==> src/rtl/serial_sub_pkg.sv <==
// Shared types for the bit-serial subtractor.
//   sub_state_t : controller states (IDLE accepts operands, SHIFT runs one bit per clock,
//                 HOLD presents the result until the consumer takes it).
package serial_sub_pkg;

  typedef enum logic [1:0] {
    IDLE  = 2'd0,
    SHIFT = 2'd1,
    HOLD  = 2'd2
  } sub_state_t;

endpackage

==> src/rtl/full_subtractor_gate.sv <==
// One-bit full subtractor built from gate primitives.
//   a    : minuend bit
//   b    : subtrahend bit
//   bin  : borrow in
//   d    : difference bit, a ^ b ^ bin
//   bout : borrow out, (~a & b) | (~a & bin) | (b & bin)
module full_subtractor_gate (
  input  logic a,
  input  logic b,
  input  logic bin,
  output logic d,
  output logic bout
);

  logic ab_x;
  logic a_n;
  logic p_nab;
  logic p_nabin;
  logic p_bbin;

  xor u_x0 (ab_x, a, b);
  xor u_x1 (d, ab_x, bin);

  not u_n0 (a_n, a);
  and u_a0 (p_nab, a_n, b);
  and u_a1 (p_nabin, a_n, bin);
  and u_a2 (p_bbin, b, bin);
  or  u_o0 (bout, p_nab, p_nabin, p_bbin);

endmodule

==> src/rtl/serial_subtractor.sv <==
// Bit-serial WIDTH-bit subtractor: diff = a - b - bin, LSB first, one bit per clock.
//   clk, rst            : clock (rising edge) and asynchronous active-high reset
//   in_valid / in_ready : operand handshake; operands sampled only on accept
//   a, b, bin           : minuend, subtrahend, borrow-in
//   out_valid/out_ready : result handshake; result held stable until taken
//   diff                : a - b - bin mod 2^WIDTH (0 outside HOLD)
//   bout                : borrow out (unsigned a < b + bin), 0 outside HOLD
//   ovf                 : signed overflow, 0 outside HOLD
module serial_subtractor
  import serial_sub_pkg::*;
#(
  parameter int unsigned WIDTH = 8
) (
  input  logic             clk,
  input  logic             rst,
  input  logic             in_valid,
  output logic             in_ready,
  input  logic [WIDTH-1:0] a,
  input  logic [WIDTH-1:0] b,
  input  logic             bin,
  output logic             out_valid,
  input  logic             out_ready,
  output logic [WIDTH-1:0] diff,
  output logic             bout,
  output logic             ovf
);

  localparam int unsigned CntW = $clog2(WIDTH);
  localparam logic [CntW-1:0] CntLast = CntW'(WIDTH - 1);

  sub_state_t state_q, state_d;

  logic [WIDTH-1:0] a_sr_q;
  logic [WIDTH-1:0] b_sr_q;
  logic [WIDTH-1:0] diff_sr_q;
  logic [CntW-1:0]  cnt_q;
  logic             borrow_q;
  logic             a_msb_q;
  logic             b_msb_q;

  logic accept;
  logic fs_d;
  logic fs_bout;

  assign accept = in_valid & in_ready;

  full_subtractor_gate u_fs (
    .a    (a_sr_q[0]),
    .b    (b_sr_q[0]),
    .bin  (borrow_q),
    .d    (fs_d),
    .bout (fs_bout)
  );

  // State register
  always_ff @(posedge clk or posedge rst) begin
    if (rst) begin
      state_q <= IDLE;
    end else begin
      state_q <= state_d;
    end
  end

  // Next-state logic
  always_comb begin
    state_d = state_q;
    unique case (state_q)
      IDLE:    if (accept) state_d = SHIFT;
      SHIFT:   if (cnt_q == CntLast) state_d = HOLD;
      HOLD:    if (out_ready) state_d = IDLE;
      default: state_d = IDLE;
    endcase
  end

  // Outputs: results are exposed only in HOLD so a partial shift is never visible.
  always_comb begin
    in_ready  = 1'b0;
    out_valid = 1'b0;
    diff      = '0;
    bout      = 1'b0;
    ovf       = 1'b0;
    unique case (state_q)
      IDLE: in_ready = ~rst;
      HOLD: begin
        out_valid = 1'b1;
        diff      = diff_sr_q;
        bout      = borrow_q;
        // Operands of differing sign whose result sign differs from the minuend's.
        ovf       = (a_msb_q ^ b_msb_q) & (diff_sr_q[WIDTH-1] ^ a_msb_q);
      end
      default: ;
    endcase
  end

  // Datapath: operand/result shift registers, borrow FF, bit counter
  always_ff @(posedge clk or posedge rst) begin
    if (rst) begin
      a_sr_q    <= '0;
      b_sr_q    <= '0;
      diff_sr_q <= '0;
      cnt_q     <= '0;
      borrow_q  <= 1'b0;
      a_msb_q   <= 1'b0;
      b_msb_q   <= 1'b0;
    end else begin
      unique case (state_q)
        IDLE: begin
          if (accept) begin
            a_sr_q   <= a;
            b_sr_q   <= b;
            borrow_q <= bin;
            a_msb_q  <= a[WIDTH-1];
            b_msb_q  <= b[WIDTH-1];
            cnt_q    <= '0;
          end
        end
        SHIFT: begin
          diff_sr_q <= {fs_d, diff_sr_q[WIDTH-1:1]};
          a_sr_q    <= a_sr_q >> 1;
          b_sr_q    <= b_sr_q >> 1;
          borrow_q  <= fs_bout;
          // Saturate rather than wrap on the final bit
          if (cnt_q != CntLast) cnt_q <= cnt_q + CntW'(1);
        end
        default: ;
      endcase
    end
  end

endmodule

==> config.mk <==
export PLATFORM = sky130hd
export DESIGN_NAME = serial_subtractor
export DESIGN_NICKNAME = d
export VERILOG_FILES = /design/src/rtl/serial_sub_pkg.sv /design/src/rtl/full_subtractor_gate.sv /design/src/rtl/serial_subtractor.sv
export SDC_FILE = /design/constraint.sdc
export NUM_CORES = 1
export LEC_CHECK = 0
export ABC_AREA = 1
export BUFFER_PORTS_ARGS = -buffer_cell sky130_fd_sc_hd__buf_4
export CAP_MARGIN = 20
export CORE_ASPECT_RATIO = 1.5
export CORE_MARGIN = 5
export CORE_UTILIZATION = 48
export DETAILED_ROUTE_END_ITERATION = 12
export PLACE_DENSITY_LB_ADDON = 0.15
export SYNTH_ARGS = -nofsm -noshare
export SYNTH_HDL_FRONTEND = slang
export SYNTH_SLANG_ARGS = --single-unit
export TNS_END_PERCENT = 1
==> constraint.sdc <==
create_clock -name clk -period 1.3 [get_ports clk]
set_clock_uncertainty 0.15 [all_clocks]
set_input_delay 0.325 -clock clk [delete_from_list [all_inputs] [get_ports clk]]
set_output_delay 0.325 -clock clk [all_outputs]
set_load 0.02 [all_outputs]
# Word-level counts from Yosys, hierarchy flattened
# Index checks and enable logic that the tools add are counted.
dict set report word_totals {
  output_inout_bits 12
  register_bits 32
  elab_cells 53
  in_bits 21
}
dict set report op_classes {
  eq_ne 8
  bitwise_logic 11
  reduce_logical 7
  muxes 18
  addsub 1
}
# op count
set ops {}
lappend ops {{$pmux 8 s2} 2}
lappend ops {{$mux 8} 3}
lappend ops {{$ne 2x2->1 const B} 4}
lappend ops {{$mux 2} 3}
lappend ops {{$mux 3} 2}
lappend ops {{$pmux 2 s3} 1}
lappend ops {{$pmux 3 s2} 1}
lappend ops {{$reduce_and 3->1} 2}
lappend ops {{$and 1x1->1} 5}
lappend ops {{$mux 1} 5}
lappend ops {{$reduce_and 2->1} 2}
lappend ops {{$xor 1x1->1} 4}
lappend ops {{$add 3x1->3 const B} 1}
lappend ops {{$eq 3x3->1 const B} 1}
lappend ops {{$ne 3x3->1 const B} 1}
lappend ops {{$reduce_or 3->1} 1}
lappend ops {{$eq 2x1->1 const B} 1}
lappend ops {{$eq 2x2->1 const B} 1}
lappend ops {{$logic_not 2->1} 1}
lappend ops {{$not 1->1} 2}
lappend ops {{$pmux 1 s2} 1}
lappend ops {{$reduce_bool 2->1} 1}

# Logic depth before layout (Yosys ltp)
# Gate-level depths: netlist of run 1.
dict set report depth {
  ltp_word 5
  depth_mapped 7
  mapped_depth_nobuf 7
}

# Hierarchy
# Synthesis of run 1 repeated with hierarchy kept, for this count alone.
dict set report hier_totals {
  hier_cells 214
  area_unflattened_um2 1599.0
}
# module cells_per_inst area_each_um2 seq_area_each_um2 instances
set by_module_without_submodules {}
lappend by_module_without_submodules {serial_subtractor 211 1571.5 800.8 1}
lappend by_module_without_submodules {full_subtractor_gate 3 27.5 0.0 1}

# Worst setup path before layout of run 1
# No wires, ideal clock.
dict set report synth_timing {
  path_kind {input port to flip-flop}
  startpoint {input rst}
  endpoint {register a_sr_q[0]}
  arrival_time_ps 1680
  path_buffers 1
  stages 6
  setup_time_ps 65
  required_time_ps 1085
  setup_slack_ps -595
  path_cell_list {inv_1 > nand3_2 > nand2_2 > buf_4 > nand2_1 > nand2_1}
}
dict set report synth_between {
  elab_chain_len 5
}
# element line
set synth_rtl {}
lappend synth_rtl {{from (decl)} serial_subtractor.sv:15} ;# input logic rst,
lappend synth_rtl {{$not 1->1} serial_subtractor.sv:83} ;# IDLE: in_ready = ~rst;
lappend synth_rtl {{$mux 1} serial_subtractor.sv:82} ;# unique case (state_q)
lappend synth_rtl {{$and 1x1->1} serial_subtractor.sv:45} ;# assign accept = in_valid & in_ready;
lappend synth_rtl {{$ne 2x2->1 (no source line)} --}
lappend synth_rtl {{$reduce_and 2->1 (no source line)} --}
lappend synth_rtl {{to (signal assigned)} serial_subtractor.sv:119} ;# a_sr_q <= a_sr_q >> 1;
lappend synth_rtl {{to (decl)} serial_subtractor.sv:33} ;# logic [WIDTH-1:0] a_sr_q;
# No other way between the ends.
# A chain may end at the register's enable or synchronous reset.

# Final worst setup path of run 1
dict set report layout_timing {
  startpoint {register state_q[0]}
  endpoint {output diff[1]}
}
dict set report layout_between {
  elab_chain_len 2
}
# element line
set layout_rtl {}
lappend layout_rtl {{from (decl)} serial_subtractor.sv:31} ;# sub_state_t state_q, state_d;
lappend layout_rtl {{from (signal assigned)} serial_subtractor.sv:60} ;# state_q <= state_d;
lappend layout_rtl {{$eq 2x2->1} serial_subtractor.sv:82}
lappend layout_rtl {{$mux 8} serial_subtractor.sv:82}
lappend layout_rtl {{to (decl)} serial_subtractor.sv:23} ;# output logic [WIDTH-1:0] diff,
# No other way between the ends.

==> results of run 1 <==
-- area by class of cell --
cell class              count  area [µm²]
fillers                   261       874.6
flip-flops and latches     32       800.8
multi-input cells         153       792.0
repair buffers             56       528.0
clock buffers               6       72.57
inverters                  17       67.56
well taps                  40       50.05
clock inverters             1       5.005
-- worst paths after layout --
kind	startpoint	endpoint	slack [ns]	cells past startpoint
max reg2reg	state_q[0]	b_sr_q[0]	-0.14	6
min	rst	diff_sr_q[1]	0.04	3
max	state_q[0]	diff[1]	-0.44	5
max in group asynchronous	rst	cnt_q[2]	0.66	3
min in group clk	out_ready	state_q[1]	0.06	2
min reg2reg	diff_sr_q[6]	diff_sr_q[6]	0.35	2
-- cells in the final DEF, fill, tap and decap left out, drive strengths merged --
master / instances
a21oi: 1
buf: 56
clkbuf: 6
clkinv: 1
clkinvlp: 1
dfrtp: 32
fa: 1
ha: 2
inv: 16
nand2: 99
nand3: 23
nor2: 15
nor3: 2
o21a: 1
o21ai: 8
o22ai: 1
-- per-layer routing --
metal  wire, µm  share of wire  up-vias  track usage
met1       1474           0.39      692       0.2092
met2       1980           0.53       35       0.3352
met5          0              0        -            0
met3        220          0.059        7      0.05145
li1           -              -      760            -
met4         63          0.017        0      0.06961
-- logic make-up after synthesis --
kind of cell	count (synthesis)	share of synthesized area
simple gates	139	0.3568
compound gates	11	0.03678
flops	32	0.5008
buf+inv	27	0.07747
fa+ha+maj	3	0.02817
-- what timing repair did --
item                                    in CTS  in global routing
setup buffers                                1                  0
endpoints found under the setup margin      44                 44
gates resized for setup                     17                 21
hold endpoints to repair                     0                  0
pin swaps                                    3                  5
-- cell usage after synthesis, drive strengths merged --
cell type  number  area, µm²
inv            17      63.81
o22ai           1      6.260
nor3            2      10.01
o21ai           8      40.04
buf            10      60.06
o21a            1      7.510
nand3          23      120.1
fa              1      20.02
ha              2      25.02
nor2           15      63.81
nand2          99      376.6
a21oi           1      5.000
dfrtp          32      800.8
-- metrics by stage --
step	hold slack, ns	cell area, µm²	total power [mW]	setup TNS, ns	setup WS (ns)
global placement	0.3208	2116	3.641	-5.576	-0.1636
floorplan	0.1192	1654	3.008	-11.11	-0.3617
CTS	0.04826	2253	4.527	-7.761	-0.4498
detailed placement	0.3291	2116	3.723	-6.271	-0.1896
global route	0.05814	2316	5.015	-10.33	-0.5137
finish	0.04318	2316	4.575	-7.607	-0.4440
-- power by group through the flow --
stage / clock network, mW / registers, mW / logic [mW]
6_report: 0.715 / 1.67 / 2.19
5_1_grt: 0.785 / 1.73 / 2.50
4_1_cts: 0.731 / 1.66 / 2.13
3_5_place_dp: 0 / 1.67 / 2.05
3_3_place_gp: 0 / 1.66 / 1.99
2_1_floorplan: 0 / 1.63 / 1.38
-- registers in the layout (all words and copies together), names as in the netlist --
name,cells
diff_sr_q,8
b_sr_q,8
borrow_q,1
a_sr_q,8
a_msb_q,1
cnt_q,3
state_q,2
b_msb_q,1
-- critical path, stage by stage, from the launching register on --
cell	delay, ns
dfrtp_1	0.42
nor2_4	0.14
inv_2	0.07
buf_12	0.16
nor2_4	0.09
buf_6	0.12
==> metrics, run 1 <==
syn nets=roughly 240; Gate Count Post-Synth=roughly 210; Seq/Total Area, Yosys=0.5008; critical path class=reg2out; Post-CTS Hold Buffers=0; Synth Area per Inst=around 7.5 µm²; Die ar.=about 4600 µm²; DR vias/cell=a little under 5; CTS buffer count=5; clock sinks=32; DRT Pass-1 Iters=4; clock transition time at the flip-flop clock pins of the worst setup and hold paths=around 0.070 ns; RD Place Congestion=0.7673; final worst slack=-0.4440 ns; GR Overflow Total=0; fmax=around 570 MHz; initial DRC count=51; Clk network pwr share=0.156; initial antenna violation count=0; Distinct cells, synth=18; largest net degree at the start of global routing=33; Port Buffers=32; Relative slew margins=0.7328; Logic pwr share=0.479; Post-DRT Antenna Nets=0; WP data arrival=between 1 and 1.5 ns; Seq pwr share=0.365; DP Wirelength=~2600 µm; Synth Cell Area=between 1500 and 2000 µm²; vias in the first global route=between 1k and 1.5k; final core utilization=0.7259; Layout area overhead=44.84%; ant diodes=0; Synth warnings=0; number of placement rows=25; WL final=3739 µm; period utilization=1.342; VDD IR max=about 1300 µV; drt drc=0; layout cells sized above 1=0.3358; DR WL/cell=roughly 12 µm; failing checks=setup timing; Worst Setup End Kind=output port; root buffer cell=clkbuf_8; P per Cell Area=roughly 2000 nW/µm²; Sw Pwr=~1.8 mW; Final Setup Violations=35; vias=1494; Die Y=80.69 µm; IO Pins=33; Final Hold Viols=0; RSZ-0062 raised after global routing=true; maximum clock path buffer count=2; status=complete, but fails checks; Final min period=about 1.7 ns; worst skew pair latency=between 0.2 and 0.3 ns; fin cells=roughly 310; CTS tree=built; Placed Cells=~300; Leak=roughly 1.2 nW; chip width=between 50 and 60 µm; initial core utilization=0.5012; Worst Path Max Fanout=9; worst hold path class=in2async; final net count=just under 300; core area=3191 µm²; Synth Register Bits=32; Net Sw Frac=0.4026; maxcap violations=0; Total Routing Usage GR=0.1877; Tightest Pin Transition=roughly 0.40 ns; Critical Path RT=just over 0.8 ns; pins over their slew limit=0; Setup crit start kind=flop; first-pass GRT wire length=about 6700 µm; H-tree depth=2; Int Pwr=between 2 and 3 mW
(Power assumes the default switching activity.)
==> run 2: changes to the inputs <==
Settings changed: CELL_PAD_IN_SITES_DETAIL_PLACEMENT set to 0, CELL_PAD_IN_SITES_GLOBAL_PLACEMENT set to 1, CORE_UTILIZATION 48 to 35.
==> run 2 against run 1 <==
Combinational power is essentially flat. Fmax grew 1.9%. First-iteration DRC count grew 16%. Sequential power is essentially flat. The run still ends with setup timing left. Sequential share of layout area shrank 0.42 points. Power grew 3.7%. Largest cell class unchanged. Critical path depth is the same. Via count shrank 3.3%. Non-clock buffer count shrank 3. Routed wire length shrank 2.3%. Worst setup slack gained 0.033 ns. Final cell count grew 2.0%.
==> metrics, run 2 (synthesis results as in run 1) <==
commonest non-fill, non-tap cell in the layout=nand2_1; Layout area overhead=46.64%; IO Pins=33 (unchanged); Worst path slowest cell=dfrtp_1; Final Power=4.745 mW (+3.7%); Die ar.=6048 µm² (+31%); Post-DRT Antenna Nets=0 (unchanged); DR WL/cell=11.74 µm (-4.2%); H-tree depth=2 (unchanged); fin cells=311 (+2.0%); CTS buffer count=5 (unchanged); DR vias/cell=4.643 (-5.2%); P per Cell Area=2024 nW/µm² (+2.4%); chip width=65.19 µm (+14%); Total Routing Usage GR=0.1376 (-0.05004); fmax=584.4 MHz (+1.9%); Worst Path Max Fanout=6 (-3); Largest regs=a_sr_q (8), b_sr_q (8), diff_sr_q (8); ant diodes=0 (unchanged); Critical Path RT=0.82 ns (about the same); Final Setup Violations=34 (-2.9%); Setup WS pre-CTS=-0.1824 ns (+0.007250 ns); WP data arrival=1.24 ns (-0.03 ns); core area=4467 µm² (+40%); Post-CTS Setup Inserts=0 (-1); failing checks=setup timing; drt drc=0 (unchanged); DP Wirelength=2630 µm (+1.0%); VDD IR max=924.0 µV (-31%); initial core utilization=0.3580 (-0.1432); vias in the first global route=1466 (-0.068%); period utilization=1.316 (-0.02520); most frequent cells in the layout=nand2_1, buf_4, dfrtp_1; number of placement rows=30 (+20%); GR Overflow Total=0 (unchanged); final worst slack=-0.4113 ns (+0.03276 ns); most used cell, CP=nor2_4; maxcap violations=0 (unchanged); Crit path largest cell delay=0.41 ns (about the same); Placed Cells=303 (+2.0%); Final Hold Viols=0 (unchanged); CTS tree=built; worst reg2reg setup slack=-0.11 ns (+0.03 ns); Post-CTS Hold Buffers=0 (unchanged); first-pass GRT wire length=6486 µm (-2.7%); worst skew pair latency=0.28 ns (about the same); Die Y=92.78 µm (+15%); critical-path cell list=nor2_4 > inv_4 > buf_8 > nor2_4 > buf_6; Relative slew margins=0.7220 (-0.01086); maximum clock path buffer count=2 (unchanged); setup TNS=-6.646 ns (+0.9604 ns); critical path class=reg2out; layout cells sized above 1=0.3232 (-0.01266); DRT Pass-1 Iters=6 (+2); final net count=286 (-1.0%); initial antenna violation count=0 (unchanged); Final min period=1.711 ns (-0.03276 ns); Port Buffers=32 (unchanged); initial DRC count=59 (+16%); pins over their slew limit=0 (unchanged); vias=1444 (-3.3%); clock transition time at the flip-flop clock pins of the worst setup and hold paths=0.07 ns (about the same); Leak=1.224 nW (+0.42%); RD Place Congestion=0.7095 (-7.5%); clock sinks=32 (unchanged); Worst Setup End Kind=output port; RSZ-0062 raised after global routing=true; WL final=3652 µm (-2.3%); root buffer cell=clkbuf_8; Setup crit start kind=flop; status=complete, but fails checks; largest net degree at the start of global routing=33 (unchanged); Tightest Pin Transition=0.4171 ns (+0.01629 ns); worst hold path class=in2async
## run 2: cell types whose count changed in the layout (fill, tap and decap cells not counted), sizes merged
cell	previous run	this run
bufinv	0	1
buf	56	53
## run 2: critical path, delay by kind of cell, from the launching register on
family,cells,cell delay [ns]
AND/OR/NAND/NOR,2,0.23
buffers and inverters,3,0.33
flip-flops,1,0.41
## run 2: final timing paths
kind | start | end | depth (start not counted)
max | state_q[0] | diff[5] | 5
max reg2reg | state_q[0] | a_sr_q[5] | 9
max in group asynchronous | rst | b_sr_q[6] | 3
min in group clk | out_ready | state_q[1] | 2
min | rst | state_q[0] | 3
min reg2reg | diff_sr_q[7] | diff_sr_q[7] | 2
## run 2: power by group
group / internal (mW) / switching (mW)
clock network: 0.569 / 0.370
registers: 1.42 / 0.225
logic: 0.926 / 1.24
total: 2.91 / 1.83
## run 2: routing by layer
layer / GRT usage / vias to the layer above / routed length (µm)
li1: - / 750 / -
met5: 0 / - / 0
met3: 0.03398 / 5 / 175
met1: 0.1685 / 654 / 1646
met4: 0.05709 / 0 / 57
met2: 0.2274 / 35 / 1774
## run 2: timing repair
item,CTS,global route
endpoints found under the setup margin,44,44
pin swaps,2,2
resized for setup,18,22
## run 2: final cells by class
class                      count  area (µm²)
clock buffer                   6       72.57
clock inverter                 2       35.03
fill                         443        2122
inverter                      17       70.07
multi-input combinational    153       798.3
sequential                    32       800.8
tap                           48       60.06
timing repair buffer          53       508.0
## run 2: metrics by stage
stage	hold slack, ns	cell area [µm²]	utilization
after floorplan	0.1192	1654	-
after global placement	0.3184	2098	0.4697
after detailed placement	0.3234	2098	0.4697
after CTS	0.06027	2270	0.5081
after global routing	0.08898	2345	0.5249
final	0.04950	2345	0.5249
==> run 3: changes to the inputs <==
Settings changed: CELL_PAD_IN_SITES_GLOBAL_PLACEMENT 1 to 2, CORE_UTILIZATION 35 to 27.
==> run 3 against run 2 <==
Critical endpoint unchanged. The run still ends with setup timing left. Clock-buffer cell count unchanged. Global-route usage decreased by 2.3 points. Non-clock buffer count increased by 3. Power increased by 2.0%. Routed wire length increased by 10%. Largest cell class is now multi-input gates. Critical path depth unchanged. Final cell count increased by 8.7%. Sequential power about the same. Design area increased by 3.0%. Highest routed layer unchanged.
==> metrics, run 3 (synthesis results as in run 1) <==
DR WL/cell=11.88 µm (+1.2%); CP Capture Point=diff[5]; Logic pwr share=0.462 (+0.006); Final min period=1.713 ns (+0.001846 ns); failing checks=setup timing; Final Setup Violations=38 (+12%); number of placement rows=34 (+13%); maximum clock path buffer count=2 (unchanged); setup TNS=-6.810 ns (-0.1634 ns); worst hold path class=in2async; pins over their slew limit=0 (unchanged); Tightest Pin Transition=0.4297 ns (+0.01264 ns); DP Wirelength=2776 µm (+5.5%); Die Y=104.3 µm (+12%); RSZ-0062 raised after global routing=true; CTS tree=built; final worst slack=-0.4131 ns (-0.001846 ns); DR vias/cell=4.405 (-5.1%); P per Cell Area=2003 nW/µm² (-0.99%); Relative slew margins=0.7135 (-0.008427); initial core utilization=0.2764 (-0.08160); root buffer cell=clkbuf_8; DRT Pass-1 Iters=4 (-2); Worst setup startpoint=state_q[0]; initial antenna violation count=0 (unchanged); Final Hold Viols=0 (unchanged); WP data arrival=1.24 ns (about the same); Total Routing Usage GR=0.1150 (-0.02262); CP bufs+invs=3 (unchanged); first-pass GRT wire length=6989 µm (+7.8%); Final Power=4.841 mW (+2.0%); WL final=4016 µm (+10%); GR Overflow Total=0 (unchanged); vias=1489 (+3.1%); IO Pins=33 (unchanged); core area=5786 µm² (+30%); chip width=72.84 µm (+12%); fillers=626 (+41%); RD Place Congestion=0.6647 (-6.3%); most frequent cells in the layout=nand2_1, buf_4, dfrtp_1; Crit path max-delay family=flip-flops; Sw Pwr=1.896 mW (+3.5%); ant diodes=0 (unchanged); maxcap violations=0 (unchanged); Port Buffers=32 (unchanged); Worst Setup End Kind=output port; clock sinks=32 (unchanged); largest net degree at the start of global routing=33 (unchanged); H-tree depth=2 (unchanged); status=complete, but fails checks; worst skew pair latency=0.29 ns (about the same); vias in the first global route=1510 (+3.0%); Crit path largest cell delay=0.41 ns (about the same); Post-DRT Antenna Nets=0 (unchanged); clock transition time at the flip-flop clock pins of the worst setup and hold paths=0.07 ns (about the same); R2R depth=6 (-3); period utilization=1.318 (+0.001420); drt drc=0 (unchanged); most used cell, CP=buf_6; commonest non-fill, non-tap cell in the layout=nand2_1; Worst Path Max Fanout=4 (-2); reg2reg start=state_q[0]; Net Sw Frac=0.3917 (+0.005448); CTS buffer count=5 (unchanged); Die ar.=7593 µm² (+26%); Worst path slowest cell=dfrtp_1; initial DRC count=45 (-24%); Largest regs=a_sr_q (8), b_sr_q (8), diff_sr_q (8); Setup crit start kind=flop; Leak=1.242 nW (+1.5%); final net count=289 (+1.0%); Int Pwr=2.944 mW (+1.1%); layout cells sized above 1=0.3459 (+0.02267); Seq pwr share=0.341 (-0.005); critical-path cell list=nor2_4 > inv_4 > buf_6 > nor2_2 > buf_6; Layout area overhead=51.10%; WP depth=5 (unchanged); worst reg2reg setup slack=-0.12 ns (about the same); critical path class=reg2out; fmax=583.7 MHz (-0.11%); Clk network pwr share=0.198 (about the same); reg2reg end=b_sr_q[5]; VDD IR max=652.9 µV (-29%); Critical Path RT=0.82 ns (about the same)
## run 3: cell count changes in the layout (fill, tap and decap cells not counted), moves of 2 or more
cell / change
buf_6: +3
nand2_1: -2
nand2_2: +2
o21ai_0: -3
o21ai_1: +3
## run 3: power by group through the flow
stage / Clock, mW / Sequential [mW] / Combinational, mW
6_report: 0.956 / 1.65 / 2.23
3_3_place_gp: 0 / 1.67 / 2.05
5_1_grt: 1.03 / 1.70 / 2.58
3_5_place_dp: 0 / 1.67 / 2.04
2_1_floorplan: 0 / 1.63 / 1.38
4_1_cts: 0.998 / 1.65 / 2.14
## run 3: how the worst min path moves through the flow
stage                 startpoint            to
floorplan                    rst       a_msb_q
global placement    diff_sr_q[2]  diff_sr_q[2]
detailed placement  diff_sr_q[6]  diff_sr_q[6]
CTS                    out_ready    state_q[1]
global route           out_ready    state_q[1]
finish                       rst    state_q[1]
## run 3: what timing repair did
item	in CTS	in global routing
hold buffers	0	0
pin swaps	4	2
setup buffers	1	1
gates resized for setup	28	23
setup endpoints to repair	44	44
cloned	0	0
## run 3: worst register-to-register path, cell delays in order (launching register included)
cell and delay (ns):
dfrtp_1 0.41, buf_4 0.19, nor2_4 0.12, nand3_4 0.13, buf_4 0.19, nand3_1 0.07, nand2_1 0.05
## run 3: stage by stage
step	hold WS (ns)	utilization	instances	worst slack [ns]	cell area [µm²]
6_report	0.05613	0.4176	338	-0.4131	2416
5_1_grt	0.06218	0.4176	338	-0.4817	2416
4_1_cts	0.05304	0.4038	337	-0.4225	2336
3_5_place_dp	0.3240	0.3670	328	-0.1745	2123
3_3_place_gp	0.3174	0.3670	328	-0.1841	2123
2_1_floorplan	0.1192	-	212	-0.3617	1654
## run 3: area by class of cell
type / instances / area [µm²] / share of cell area
clock buffers: 6 / 72.57 / 0.03004
clock inverters: 2 / 35.03 / 0.01450
inverters: 17 / 70.07 / 0.02900
multi-input cells: 153 / 813.3 / 0.3366
flip-flops and latches: 32 / 800.8 / 0.3314
well taps: 72 / 90.09 / 0.03729
repair buffers: 56 / 534.3 / 0.2211
## run 3: per-layer routing
| layer | GRT usage | part of all wire | vias up |
|---|---|---|---|
| met5 | 0 | 0 | - |
| met4 | 0.04354 | 0.017 | 0 |
| met3 | 0.02805 | 0.056 | 5 |
| met2 | 0.1796 | 0.49 | 33 |
| met1 | 0.1511 | 0.44 | 691 |
| li1 | - | - | 760 |
